===== config.mk =====
export PLATFORM = sky130hd
export DESIGN_NAME = cfg_space_responder
export DESIGN_NICKNAME = d
export VERILOG_FILES = /design/src/rtl/cfg_space_responder_pkg.sv /design/src/rtl/cfg_space_responder_lat_lfsr.sv /design/src/rtl/cfg_space_responder.sv
export SDC_FILE = /design/constraint.sdc
export NUM_CORES = 1
export LEC_CHECK = 0
export CAP_MARGIN = 20
export CORE_MARGIN = 8
export CORE_UTILIZATION = 34
export DETAILED_ROUTE_END_ITERATION = 6
export MAX_ROUTING_LAYER = met4
export PLACE_DENSITY = 0.64
export SYNTH_ARGS = -nofsm -noshare
export SYNTH_HDL_FRONTEND = slang
export SYNTH_SLANG_ARGS = --single-unit

===== constraint.sdc =====
create_clock -name clk -period 2.2 [get_ports clk]
set_input_delay 0.33 -clock clk [delete_from_list [all_inputs] [get_ports clk]]
set_output_delay 0.33 -clock clk [all_outputs]
set_load 0.02 [all_outputs]

===== src/rtl/cfg_space_responder_pkg.sv =====
// Shared definitions for the config-space responder: Type-0 header dword
// offsets, FSM state encoding, BAR type nibble, and latency LFSR constants.
package cfg_space_responder_pkg;

    localparam int NUM_BARS    = 6;
    localparam int HDR_DWORDS  = 16;

    localparam logic [3:0] DW_ID         = 4'd0;
    localparam logic [3:0] DW_CMD_STATUS = 4'd1;
    localparam logic [3:0] DW_CLASS      = 4'd2;
    localparam logic [3:0] DW_BAR0       = 4'd4;
    localparam logic [3:0] DW_BAR1       = 4'd5;
    localparam logic [3:0] DW_BAR2       = 4'd6;
    localparam logic [3:0] DW_BAR3       = 4'd7;
    localparam logic [3:0] DW_BAR4       = 4'd8;
    localparam logic [3:0] DW_BAR5       = 4'd9;

    // Status half of dword1 is constant: capabilities-list bit only.
    localparam logic [15:0] STATUS_RO = 16'h0010;
    // Only command bits [10:0] are implemented.
    localparam logic [15:0] CMD_WMASK = 16'h07FF;

    // 32-bit, non-prefetchable memory BAR.
    localparam logic [3:0] BAR_TYPE_MEM32 = 4'b0000;

    localparam logic [15:0] LFSR_SEED = 16'hACE1;
    localparam logic [15:0] LFSR_TAPS = 16'hB400;

    typedef enum logic [1:0] {
        ST_IDLE  = 2'd0,
        ST_COUNT = 2'd1,
        ST_DONE  = 2'd2
    } cfg_state_t;

    // Expand per-byte enables into a per-bit mask.
    function automatic logic [31:0] lane_mask(input logic [3:0] be);
        return {{8{be[3]}}, {8{be[2]}}, {8{be[1]}}, {8{be[0]}}};
    endfunction

endpackage


===== src/rtl/cfg_space_responder_lat_lfsr.sv =====
// 16-bit Galois LFSR used to jitter the responder's completion latency.
// Only compiled when CFG_RESP_RANDOM_LATENCY_EN is defined; the default
// build carries no LFSR logic at all.
`ifdef CFG_RESP_RANDOM_LATENCY_EN
module cfg_lat_lfsr
    import cfg_space_responder_pkg::*;
(
    input  logic        clk,
    input  logic        rst,
    input  logic        en,
    input  logic [15:0] seed,
    output logic [15:0] state
);

    // Load the seed on reset, otherwise shift right and fold taps in when a one falls out
    always_ff @(posedge clk) begin
        if (rst) begin
            state <= seed;
        end else if (en) begin
            state <= state[0] ? ((state >> 1) ^ LFSR_TAPS) : (state >> 1);
        end
    end

endmodule
`endif


===== src/rtl/cfg_space_responder.sv =====
// Responder for the PCIe core CFG management port. Answers dword reads and
// writes of a Type-0 header (dwords 0-15) with BAR size masks so BAR probing
// works. READ_LATENCY must be at least 1.
// Optional feature: define CFG_RESP_RANDOM_LATENCY_EN to add 0-7 extra
// cycles of latency per access, drawn from a free-running LFSR.
module cfg_space_responder
    import cfg_space_responder_pkg::*;
#(
    parameter int          READ_LATENCY = 3,
    parameter logic [15:0] VENDOR_ID    = 16'h10EE,
    parameter logic [15:0] DEVICE_ID    = 16'h0007,
    parameter logic [31:0] CLASS_REV    = 32'h05800000,
    parameter logic [31:0] BAR0_MASK    = 32'hFFFFF000,
    parameter logic [31:0] BAR1_MASK    = 32'h00000000,
    parameter logic [31:0] BAR2_MASK    = 32'h00000000,
    parameter logic [31:0] BAR3_MASK    = 32'h00000000,
    parameter logic [31:0] BAR4_MASK    = 32'h00000000,
    parameter logic [31:0] BAR5_MASK    = 32'h00000000
) (
    input  logic        clk,
    input  logic        rst,
    input  logic [9:0]  i_cfg_dwaddr,
    input  logic        i_cfg_rd_en,
    input  logic        i_cfg_wr_en,
    input  logic [31:0] i_cfg_di,
    input  logic [3:0]  i_cfg_byte_en,
    output logic [31:0] o_cfg_do,
    output logic        o_cfg_rd_wr_done,
    output logic [15:0] o_cmd_reg
);

    localparam int CNT_W = $clog2(READ_LATENCY + 8);
    localparam logic [31:0] BAR_MASKS [NUM_BARS] = '{
        BAR0_MASK, BAR1_MASK, BAR2_MASK, BAR3_MASK, BAR4_MASK, BAR5_MASK
    };

    cfg_state_t         state;
    logic [CNT_W-1:0]   cnt;
    logic [9:0]         lat_addr;
    logic [31:0]        lat_di;
    logic [3:0]         lat_be;
    logic               lat_wr;
    logic [15:0]        cmd;
    logic [15:0]        cmd_post;
    logic [31:0]        be_bits;
    logic [31:0]        bar_post [NUM_BARS];
    logic [31:0]        rd_data;
    logic               complete;
    logic [2:0]         extra_lat;

`ifdef CFG_RESP_RANDOM_LATENCY_EN
    logic [15:0] lfsr_state;

    cfg_lat_lfsr u_lat_lfsr (
        .clk   (clk),
        .rst   (rst),
        .en    (1'b1),
        .seed  (LFSR_SEED),
        .state (lfsr_state)
    );

    assign extra_lat = lfsr_state[2:0];
`else
    assign extra_lat = 3'd0;
`endif

    assign complete  = (state == ST_COUNT) && (cnt == '0);
    assign be_bits   = lane_mask(lat_be);
    assign o_cmd_reg = cmd;

    // Command register value after the latched access, used for both commit and read-back
    always_comb begin
        cmd_post = cmd;
        if (lat_wr && (lat_addr == {6'd0, DW_CMD_STATUS})) begin
            cmd_post = (lat_di[15:0] & CMD_WMASK & be_bits[15:0])
                     | (cmd & ~(CMD_WMASK & be_bits[15:0]));
        end
    end

    // Each BAR keeps only its writable bits above the type nibble; unimplemented BARs stay zero
    for (genvar n = 0; n < NUM_BARS; n++) begin : g_bar
        localparam logic [31:0] WMASK = BAR_MASKS[n] & 32'hFFFFFFF0;

        logic [31:4] bar_q;
        logic [31:4] bar_next;
        logic        hit;

        assign hit      = lat_wr && (lat_addr == ({6'd0, DW_BAR0} + 10'(n)));
        assign bar_next = hit ? ((lat_di[31:4] & WMASK[31:4] & be_bits[31:4])
                              | (bar_q & ~(WMASK[31:4] & be_bits[31:4])))
                              : bar_q;
        assign bar_post[n] = {bar_next, BAR_TYPE_MEM32};

        // Commit this BAR's masked write when the access completes
        always_ff @(posedge clk) begin
            if (rst) begin
                bar_q <= '0;
            end else if (complete) begin
                bar_q <= bar_next;
            end
        end
    end

    // Read mux over post-write values so a combined read/write returns the new contents
    always_comb begin
        rd_data = '0;
        if (lat_addr < 10'(HDR_DWORDS)) begin
            case (lat_addr[3:0])
                DW_ID:         rd_data = {DEVICE_ID, VENDOR_ID};
                DW_CMD_STATUS: rd_data = {STATUS_RO, cmd_post};
                DW_CLASS:      rd_data = CLASS_REV;
                DW_BAR0:       rd_data = bar_post[0];
                DW_BAR1:       rd_data = bar_post[1];
                DW_BAR2:       rd_data = bar_post[2];
                DW_BAR3:       rd_data = bar_post[3];
                DW_BAR4:       rd_data = bar_post[4];
                DW_BAR5:       rd_data = bar_post[5];
                default:       rd_data = '0;
            endcase
        end
    end

    // Request handshake: accept, count down the latency, complete, then wait for release
    always_ff @(posedge clk) begin
        if (rst) begin
            state            <= ST_IDLE;
            cnt              <= '0;
            lat_addr         <= '0;
            lat_di           <= '0;
            lat_be           <= '0;
            lat_wr           <= 1'b0;
            cmd              <= '0;
            o_cfg_do         <= '0;
            o_cfg_rd_wr_done <= 1'b0;
        end else begin
            case (state)
                ST_IDLE: begin
                    if (i_cfg_rd_en || i_cfg_wr_en) begin
                        lat_addr <= i_cfg_dwaddr;
                        lat_di   <= i_cfg_di;
                        lat_be   <= i_cfg_byte_en;
                        lat_wr   <= i_cfg_wr_en;
                        cnt      <= CNT_W'(READ_LATENCY - 1) + CNT_W'(extra_lat);
                        state    <= ST_COUNT;
                    end
                end
                ST_COUNT: begin
                    if (cnt == '0) begin
                        cmd              <= cmd_post;
                        o_cfg_do         <= rd_data;
                        o_cfg_rd_wr_done <= 1'b1;
                        state            <= ST_DONE;
                    end else begin
                        cnt <= cnt - 1'b1;
                    end
                end
                ST_DONE: begin
                    if (!i_cfg_rd_en && !i_cfg_wr_en) begin
                        o_cfg_rd_wr_done <= 1'b0;
                        state            <= ST_IDLE;
                    end
                end
                default: begin
                    state <= ST_IDLE;
                end
            endcase
        end
    end

endmodule


## Word level (Yosys, flattened, before mapping)

Index checks and enable logic that the tools add are counted.

- Equality and inequality tests: 11
- Reductions and logical operators: 17
- Muxes and demuxes: 14
- Add/sub/neg operators: 1
- Bitwise operators: 8
- Magnitude comparators: 1

Operator list:

| cell | count |
|---|---|
| $pmux 32 s4 | 1 |
| $and 28x28->28 | 2 |
| $mux 32 | 1 |
| $mux 28 | 1 |
| $not 28->28 | 1 |
| $or 28x28->28 | 1 |
| $and 11x16->16 | 1 |
| $and 16x16->16 | 1 |
| $mux 16 | 1 |
| $not 11->16 | 1 |
| $or 16x16->16 | 1 |
| $eq 10x1->1 const B | 1 |
| $eq 10x3->1 const B | 1 |
| $lt 10x5->1 const B | 1 |
| $reduce_and 3->1 | 3 |
| $logic_not 4->1 | 2 |
| $mux 4 | 2 |
| $pmux 4 s2 | 1 |
| $mux 2 | 3 |
| $ne 2x2->1 const B | 3 |
| $pmux 2 s3 | 1 |
| $eq 4x1->1 const B | 1 |
| $eq 4x2->1 const B | 1 |
| $eq 4x3->1 const B | 1 |
| other kinds (12) | 19 |

- Output and inout bits: 49
- Bits in registers: 130

## Logic depth before layout (Yosys ltp)

Gate-level depths: netlist of run 1.

- Depth in word-level cells: 6
- Depth in mapped cells: 7
- Mapped depth without buffers: 6

## Least setup slack after synthesis of run 1

OpenSTA, ideal clock, no wires.

- Kind: register to register
- Start point: reg state[1]
- End point: reg cnt[0]
- Clock period less this slack: 1.742 ns
- Arrival: 1.614 ns
- Buffers on the path: 1
- Stages on the path, launching flop included: 8
- Setup time: 0.128 ns
- Path slack: 0.458 ns
- Cells stage by stage: dfxtp_1 inv_1 ha_1 and4bb_2 buf_6 nor3_1 mux2i_1 nor2_1

- Cells in the longest elaborated chain, start to end: 3
- Elaborated cells between the ends (all ways): 7
- Those cells by class: 3 x eq/ne; 1 x mux; 3 x reduce/logical

Ends and longest elaborated chain:

| what | RTL line | source |
|---|---|---|
| start, declared | cfg_space_responder.sv:37 | `cfg_state_t state;` |
| start signal, assigned | cfg_space_responder.sv:126 | `state <= ST_IDLE;` |
| start signal, assigned | cfg_space_responder.sv:144 | `state <= ST_COUNT;` |
| start signal, assigned | cfg_space_responder.sv:152 | `state <= ST_DONE;` |
| $eq 2x1->1 or $logic_not 2->1 (tied branches) | cfg_space_responder.sv:136 | `case (state)` |
| $ne 2x2->1 (no source line) or $reduce_bool 2->1 (tied branches) | -- |  |
| $reduce_and 3->1 (no source line) | -- |  |
| end signal, assigned | cfg_space_responder.sv:143 | `cnt <= CNT_W'(READ_LATENCY - 1) + CNT_W'(extra_lat);` |
| end signal, assigned | cfg_space_responder.sv:154 | `cnt <= cnt - 1'b1;` |
| end, declared | cfg_space_responder.sv:38 | `logic [CNT_W-1:0] cnt;` |

Parallel ways exist; a longest one is shown, timed or not.
A chain may end at the register's enable or synchronous reset.

## Worst setup path in the final report of run 1

- Start point: reg cnt[0]
- End point: reg o_cfg_do[18]

- Cells in the longest elaborated chain, start to end: 2

Ends and longest elaborated chain:

| what | RTL line | source |
|---|---|---|
| $logic_not 4->1 | cfg_space_responder.sv:148 | `if (cnt == '0) begin` |
| $reduce_and 2->1 (no source line) | -- |  |
| end signal, assigned | cfg_space_responder.sv:150 | `o_cfg_do <= rd_data;` |
| end, declared | cfg_space_responder.sv:27 | `output logic [31:0] o_cfg_do,` |

Every way passes these cells.

==> run_results.csv, run 1 <==
group,metric,value,unit
synthesis,yosys.area.top_type,"dfxtp_1",
cts,cts_resized,0,
synthesis,ys_types,39,
final_layout,largest_registers,"lat_di (31), o_cfg_do (31), g_bar.bar_q (20)",
global_routing,grt_pass1_wl,20.1,mm
floorplan,pin_count,99,
sta,finalClockSkew,0.00569,ns
sta,slew_viol_final,0,
floorplan,core_area,13300,sq um
floorplan,start_util,0.349,
routing,vias,3893,
synthesis,syn_inst,517,
cts,h-tree-depth,4,
sta,setup_tns,0,ns
cts,numCtsBuffers,17,
routing,routed_via_density,4.85,
hold_path,min_path_cells,4,
floorplan,die_area,17600,sq um
cts,clk_pin_slew,0.05,ns
synthesis,synth_top_area_share,0.497,
global_routing,grt_pass1_vias,3997,
synthesis,ys.flop_type,"dfxtp_1",
final_layout,drive_above_1_share,0.0893,
status,outcome,"completed",
routing,drtIter0Drc,163,
routing,ant_nets,0,
sta,setup_ws,0.281,ns
synthesis,ys_seq_elements,115,
pwr,ir_worst_vdd,613,uV
floorplan,die-width,133,um
synthesis,synth_area,4630,sq um
synthesis,netlist_top_cells_count,"nand2_1, dfxtp_1, mux2i_1",
place,dp_hpwl,8.39,mm
sta,max_freq,0.521,GHz
synthesis,syn_avg_cell_area,8.96,sq um
hold_path,min_to,"o_cfg_do[26]$_SDFFE_PP0P_",
setup_path,ff2ff_setup_slack,0.28,ns
setup_path,r2r-end,"o_cfg_do[18]$_SDFFE_PP0P_",
synthesis,synth_area_leaders,"dfxtp_1, mux2i_1, nand2_1",
setup_path,cp_cell_sequence,"inv_1 > ha_1 > and4bb_2 > nand4_2 > a21oi_1 > a211o_1",
routing,wire_per_inst,14.9,um
synthesis,synth-edff-count,0,
global_routing,globalRouteOverflowTotal,0,
hold_path,hp-start,"rst",
cts,cts_max_path_buffers,2,
synthesis,yosys_warnings,0,
setup_path,path_class,"flip-flop to flip-flop",
setup_path,worstSetupEndpointType,"flip-flop",
cts,cts_num_sinks,115,
routing,dr.pass1.iters,4,
sta,hold_violations,0,
routing,wirelength,12.0,mm
place,io_buffers,91,
routing,route.detailed.drc,0,
place,place_congestion,0.777,
sta,relSlewSlack,0.643,
floorplan,row_count,42,
global_routing,grt_usage,0.145,
synthesis,synth-seq-area-share,0.497,
cts,cts_tree,"done",
sta,period_share,0.872,
pwr,p_per_area,1130,nW/um^2
setup_path,crit_slowest_cell,"and4bb_2",
setup_path,critPathMaxFanout,16,
setup_path,r2r-start,"cnt[0]$_SDFFE_PP0P_",
setup_path,crit_path_start_kind,"flip-flop",
pwr,leakagePower,0.00278,uW
cts,clock_latency,0.40,ns
setup_path,rr_worst_depth,6,
sta,setup_violations,0,
floorplan,die_height,133,um
setup_path,arrival,2.27,ns
cts,cts-root-buf,"clkbuf_16",
final_layout,n_antenna_cell,0,
global_routing,grt_max_degree,93,
sta,rsz0062_at_grt,"false",
final_layout,syn2layout_area_growth,38.1,%
setup_path,slowest_delay,0.45,ns
job,cap_viol_max_count,0,
cts,cts_hold_buf,0,
hold_path,hold_class,"input pin to flip-flop",
synthesis,yosysMostFrequentCell,"nand2_1",
sta,tightest_slew,0.533,ns
final_layout,fin_nets,669,
setup_path,crit_required,2.55,ns
cts,post_cts_buffers,0,
sta,fin_crit,1.92,ns
place,preCtsSetupSlack,0.216,ns
global_routing,antenna_found_initial,0,
synthesis,ys_async_sr_fraction,0,
how the worst max path moves through the flow:
| stage | startpoint | endpoint | slack (ns) | depth (start not counted) |
|---|---|---|---|---|
| global placement | i_cfg_wr_en | cnt[0]$_SDFFE_PP0P_ | 0.27 | 6 |
| global route | cnt[0]$_SDFFE_PP0P_ | o_cfg_do[27]$_SDFFE_PP0P_ | 0.08 | 5 |
| CTS | cnt[0]$_SDFFE_PP0P_ | o_cfg_do[18]$_SDFFE_PP0P_ | 0.19 | 6 |
| floorplan | state[1]$_SDFFE_PP0P_ | cnt[0]$_SDFFE_PP0P_ | 0.46 | 7 |
| finish | cnt[0]$_SDFFE_PP0P_ | o_cfg_do[18]$_SDFFE_PP0P_ | 0.28 | 6 |
| detailed placement | cnt[0]$_SDFFE_PP0P_ | o_cfg_do[18]$_SDFFE_PP0P_ | 0.22 | 6 |
worst max-delay path, delay by kind of cell (launching register included):
family | cells | cell delay (ns)
buffers and inverters | 1 | 0.09
AOI/OAI and AO/OA | 2 | 0.38
adders and majority gates | 1 | 0.18
and+or+nand+nor | 2 | 0.88
DFF | 1 | 0.33
report_power, final:
part	switching, uW	internal, uW
clock	923	1900
combinational	1010	738
sequential	258	2380
layout make-up:
cell class	count	area [sq um]
clock inverters	8	124
well taps	176	220
fillers	1281	6890
flip-flops and latches	115	2300
inverters	5	18.8
multi-input cells	371	2200
repair buffers	104	1040
clock buffers	24	492
layout by cell type (no fill, tap or decap), types with 2 or more instances in the layout:
master,count
mux2i_1,59
xnor2_1,2
nor4_1,2
a311oi_1,2
clkinv_2,2
a21oi_1,52
nand2_1,120
nand4_2,4
nor3_1,3
nor2_1,42
bufinv_16,3
clkbuf_16,17
a211o_1,3
o21ai_0,22
dfxtp_1,115
nand3b_1,2
clkbuf_8,4
o21a_1,4
a21boi_0,7
buf_4,10
nor4bb_1,4
buf_12,3
ha_1,5
o22ai_1,7
conb_1,6
clkinvlp_4,2
nand3_1,5
inv_1,5
clkdlybuf4s50_1,90
nand4_1,4
clkbuf_1,3
logic make-up after synthesis:
family,after synthesis,share of synthesized area
and+or+nand+nor,197,0.196
DFF,115,0.497
AOI/OAI and AO/OA,101,0.123
muxes,60,0.130
buffers and inverters,36,0.0362
adders and majority gates,5,0.0135
xor gates and xnor gates,2,0.00378
other,1,0.000809
layer usage:
layer  track usage  share of wire  vias up
met5             -              0        -
li1              -              -     1966
met4        0.0454         0.0048        0
met3        0.0458          0.056        4
met1         0.172           0.47     1829
met2         0.229           0.47       94
metrics by stage:
step	total power [uW]	utilization	cells	cell area, sq um	hold slack (ns)
3_5_place_dp	4450	0.435	771	5790	0.448
5_1_grt	7620	0.482	803	6400	0.460
6_report	7210	0.482	803	6400	0.431
2_1_floorplan	3790	-	522	4650	0.444
3_3_place_gp	4380	0.435	771	5790	0.436
4_1_cts	7290	0.482	803	6400	0.413
Note: power is estimated with default switching activity, not from simulation.
==> inputs of run 2 (changes only) <==
--- a/config.mk
+++ b/config.mk
@@ -5,7 +5,6 @@
 export SDC_FILE = /design/constraint.sdc
 export NUM_CORES = 1
 export LEC_CHECK = 0
-export CAP_MARGIN = 20
 export CORE_MARGIN = 8
 export CORE_UTILIZATION = 34
 export DETAILED_ROUTE_END_ITERATION = 6
==> constraint.sdc (replaced) <==
create_clock -name clk -period 2.3 [get_ports clk]
set_input_delay 0.345 -clock clk [delete_from_list [all_inputs] [get_ports clk]]
set_output_delay 0.345 -clock clk [all_outputs]
set_load 0.02 [all_outputs]
==> run 2 against run 1 <==
Sequential share of layout area up 0.38 points. Clock skew grew 0.0021 ns. Setup slack got worse by 0.098 ns. Critical path depth unchanged. Design area is 1.0% lower. Via count is 1.5% higher. Critical endpoint is now g_bar[0].bar_q[28]$_SDFFE_PP0P_. Highest routed layer unchanged.
==> run_results.csv, run 2 (same netlist as run 1, synthesis figures left out) <==
group,metric,value,unit
floorplan,pin_count,99,
hold_path,min_to,"o_cfg_do[30]$_SDFFE_PP0P_",
sta,slew_viol_final,0,
setup_path,crit_buf_inv,1,
routing,wirelength,12.3,mm
pwr,p_clk_frac,0.381,
hold_path,hp-start,"o_cfg_do[30]$_SDFFE_PP0P_",
routing,route.detailed.drc,0,
sta,tightest_slew,0.576,ns
setup_path,ff2ff_setup_slack,0.18,ns
pwr,power_frac_seq,0.373,
floorplan,die-width,133,um
place,dp_hpwl,8.44,mm
cts,cts-root-buf,"clkbuf_16",
setup_path,crit_slowest_cell,"and4bb_2",
status,outcome,"completed",
final_layout,fillerInstances,1288,
floorplan,core_area,13300,sq um
final_layout,drive_above_1_share,0.0788,
hold_path,min_path_cells,2,
setup_path,crit_required,2.58,ns
floorplan,die_area,17600,sq um
floorplan,start_util,0.349,
place,io_buffers,91,
setup_path,path_delay_family,"simple AND/OR/NAND/NOR gates",
final_layout,multi_input_area,2210,sq um
sta,relSlewSlack,0.615,
floorplan,die_height,133,um
final_layout,register_area,2300,sq um
global_routing,grt_usage,0.147,
setup_path,arrival,2.39,ns
sta,period_share,0.921,
setup_path,r2r-start,"state[1]$_SDFFE_PP0P_",
sta,fin_crit,2.12,ns
setup_path,r2r-end,"g_bar[0].bar_q[28]$_SDFFE_PP0P_",
global_routing,antenna_found_initial,0,
routing,wire_per_inst,15.4,um
pwr,p_per_area,1070,nW/um^2
sta,max_freq,0.472,GHz
setup_path,crit_path_start_kind,"flip-flop",
pwr,p_total,6770,uW
setup_path,critPathMaxFanout,13,
sta,finalClockSkew,0.00777,ns
final_layout,n_antenna_cell,0,
sta,hold_violations,0,
pwr,sw_frac_of_total,0.307,
pwr,pwr-share-comb,0.246,
routing,vias,3953,
final_layout,syn2layout_area_growth,36.7,%
routing,ant_nets,0,
pwr,p_int,4690,uW
sta,setup_violations,0,
setup_path,worstSetupEndpointType,"flip-flop",
final_layout,largest_registers,"lat_di (31), o_cfg_do (31), g_bar.bar_q (20)",
hold_path,hold_class,"flip-flop to flip-flop",
global_routing,globalRouteOverflowTotal,0,
cts,cts_hold_buf,0,
global_routing,grt_pass1_vias,4021,
global_routing,grt_pass1_wl,20.1,mm
final_layout,fin_nets,665,
cts,cts_tree,"done",
cts,clock_latency,0.41,ns
sta,setup_tns,0,ns
final_layout,final_common_cell,"nand2_1",
pwr,switchingPower,2080,uW
pwr,ir_worst_vdd,532,uV
cts,cts_max_path_buffers,2,
routing,routed_via_density,4.95,
place,place_congestion,0.753,
cts,numCtsBuffers,17,
floorplan,row_count,42,
routing,dr.pass1.iters,4,
setup_path,path_class,"flip-flop to flip-flop",
cts,h-tree-depth,4,
setup_path,cp_cell_sequence,"inv_1 > ha_1 > and4bb_2 > nand4_2 > mux2i_1 > nor2_1",
final_layout,final_cell_mix,"nand2_1, dfxtp_1, clkdlybuf4s50_1",
setup_path,slowest_delay,0.50,ns
job,cap_viol_max_count,0,
setup_path,rr_worst_depth,6,
routing,drtIter0Drc,216,
cts,clk_pin_slew,0.05,ns
cts,cts_num_sinks,115,
sta,rsz0062_at_grt,"false",
global_routing,grt_max_degree,54,
pwr,leakagePower,0.00275,uW
==> run 2: worst max path at each step <==
stage,startpoint,endpoint,cells after the start
final,state[1]$_SDFFE_PP0P_,g_bar[0].bar_q[28]$_SDFFE_PP0P_,6
after global routing,state[1]$_SDFFE_PP0P_,o_cmd_reg[7]$_SDFFE_PP0P_,6
after CTS,state[1]$_SDFFE_PP0P_,o_cfg_do[16]$_SDFFE_PP0P_,6
after detailed placement,state[1]$_SDFFE_PP0P_,o_cfg_do[17]$_SDFFE_PP0P_,6
after global placement,state[1]$_SDFFE_PP0P_,o_cfg_do[18]$_SDFFE_PP0P_,6
after floorplan,state[1]$_SDFFE_PP0P_,cnt[0]$_SDFFE_PP0P_,7
==> run 2: area by class of cell <==
type                            count  area share
Timing Repair Buffer              100       0.158
Inverter                            5     0.00296
Clock buffer                       27      0.0810
Multi-Input combinational cell    371       0.349
Clock inverter                      4      0.0111
Tap cell                          176      0.0348
Sequential cell                   115       0.363
==> run 2: metal layers <==
metal | GRT usage | vias to the layer above | routed length [um]
met2 | 0.228 | 120 | 5780
met4 | 0.0707 | 0 | 245
met5 | - | - | 0
li1 | - | 1953 | -
met3 | 0.0416 | 21 | 629
met1 | 0.172 | 1859 | 5610
==> run 2: power by group through the flow <==
stage / logic (uW) / clock network, uW / registers [uW]
6_report: 1660 / 2580 / 2520
5_1_grt: 1850 / 2730 / 2560
4_1_cts: 1670 / 2620 / 2520
3_5_place_dp: 1660 / 0 / 2560
3_3_place_gp: 1600 / 0 / 2540
2_1_floorplan: 1090 / 0 / 2530
==> run 2: tightest hold or removal path, stage by stage, from the launching register on <==
cell and delay (ns):
dfxtp_1 0.32, nand2_1 0.04, o21ai_0 0.05
==> run 2: through the flow <==
stage | worst slack [ns] | util | cell area [sq um] | hold slack [ns] | instances
after floorplan | 0.558 | - | 4650 | 0.444 | 522
after global placement | 0.259 | 0.431 | 5730 | 0.435 | 765
after detailed placement | 0.170 | 0.431 | 5730 | 0.447 | 765
after CTS | 0.151 | 0.475 | 6310 | 0.420 | 796
after global routing | 0.0317 | 0.477 | 6340 | 0.479 | 798
final | 0.183 | 0.477 | 6340 | 0.452 | 798
==> run 2: repair_timing <==
action / CTS / global route
resized for setup: 0 / 1
buffers inserted: 0 / 2
setup endpoints to repair: 0 / 4
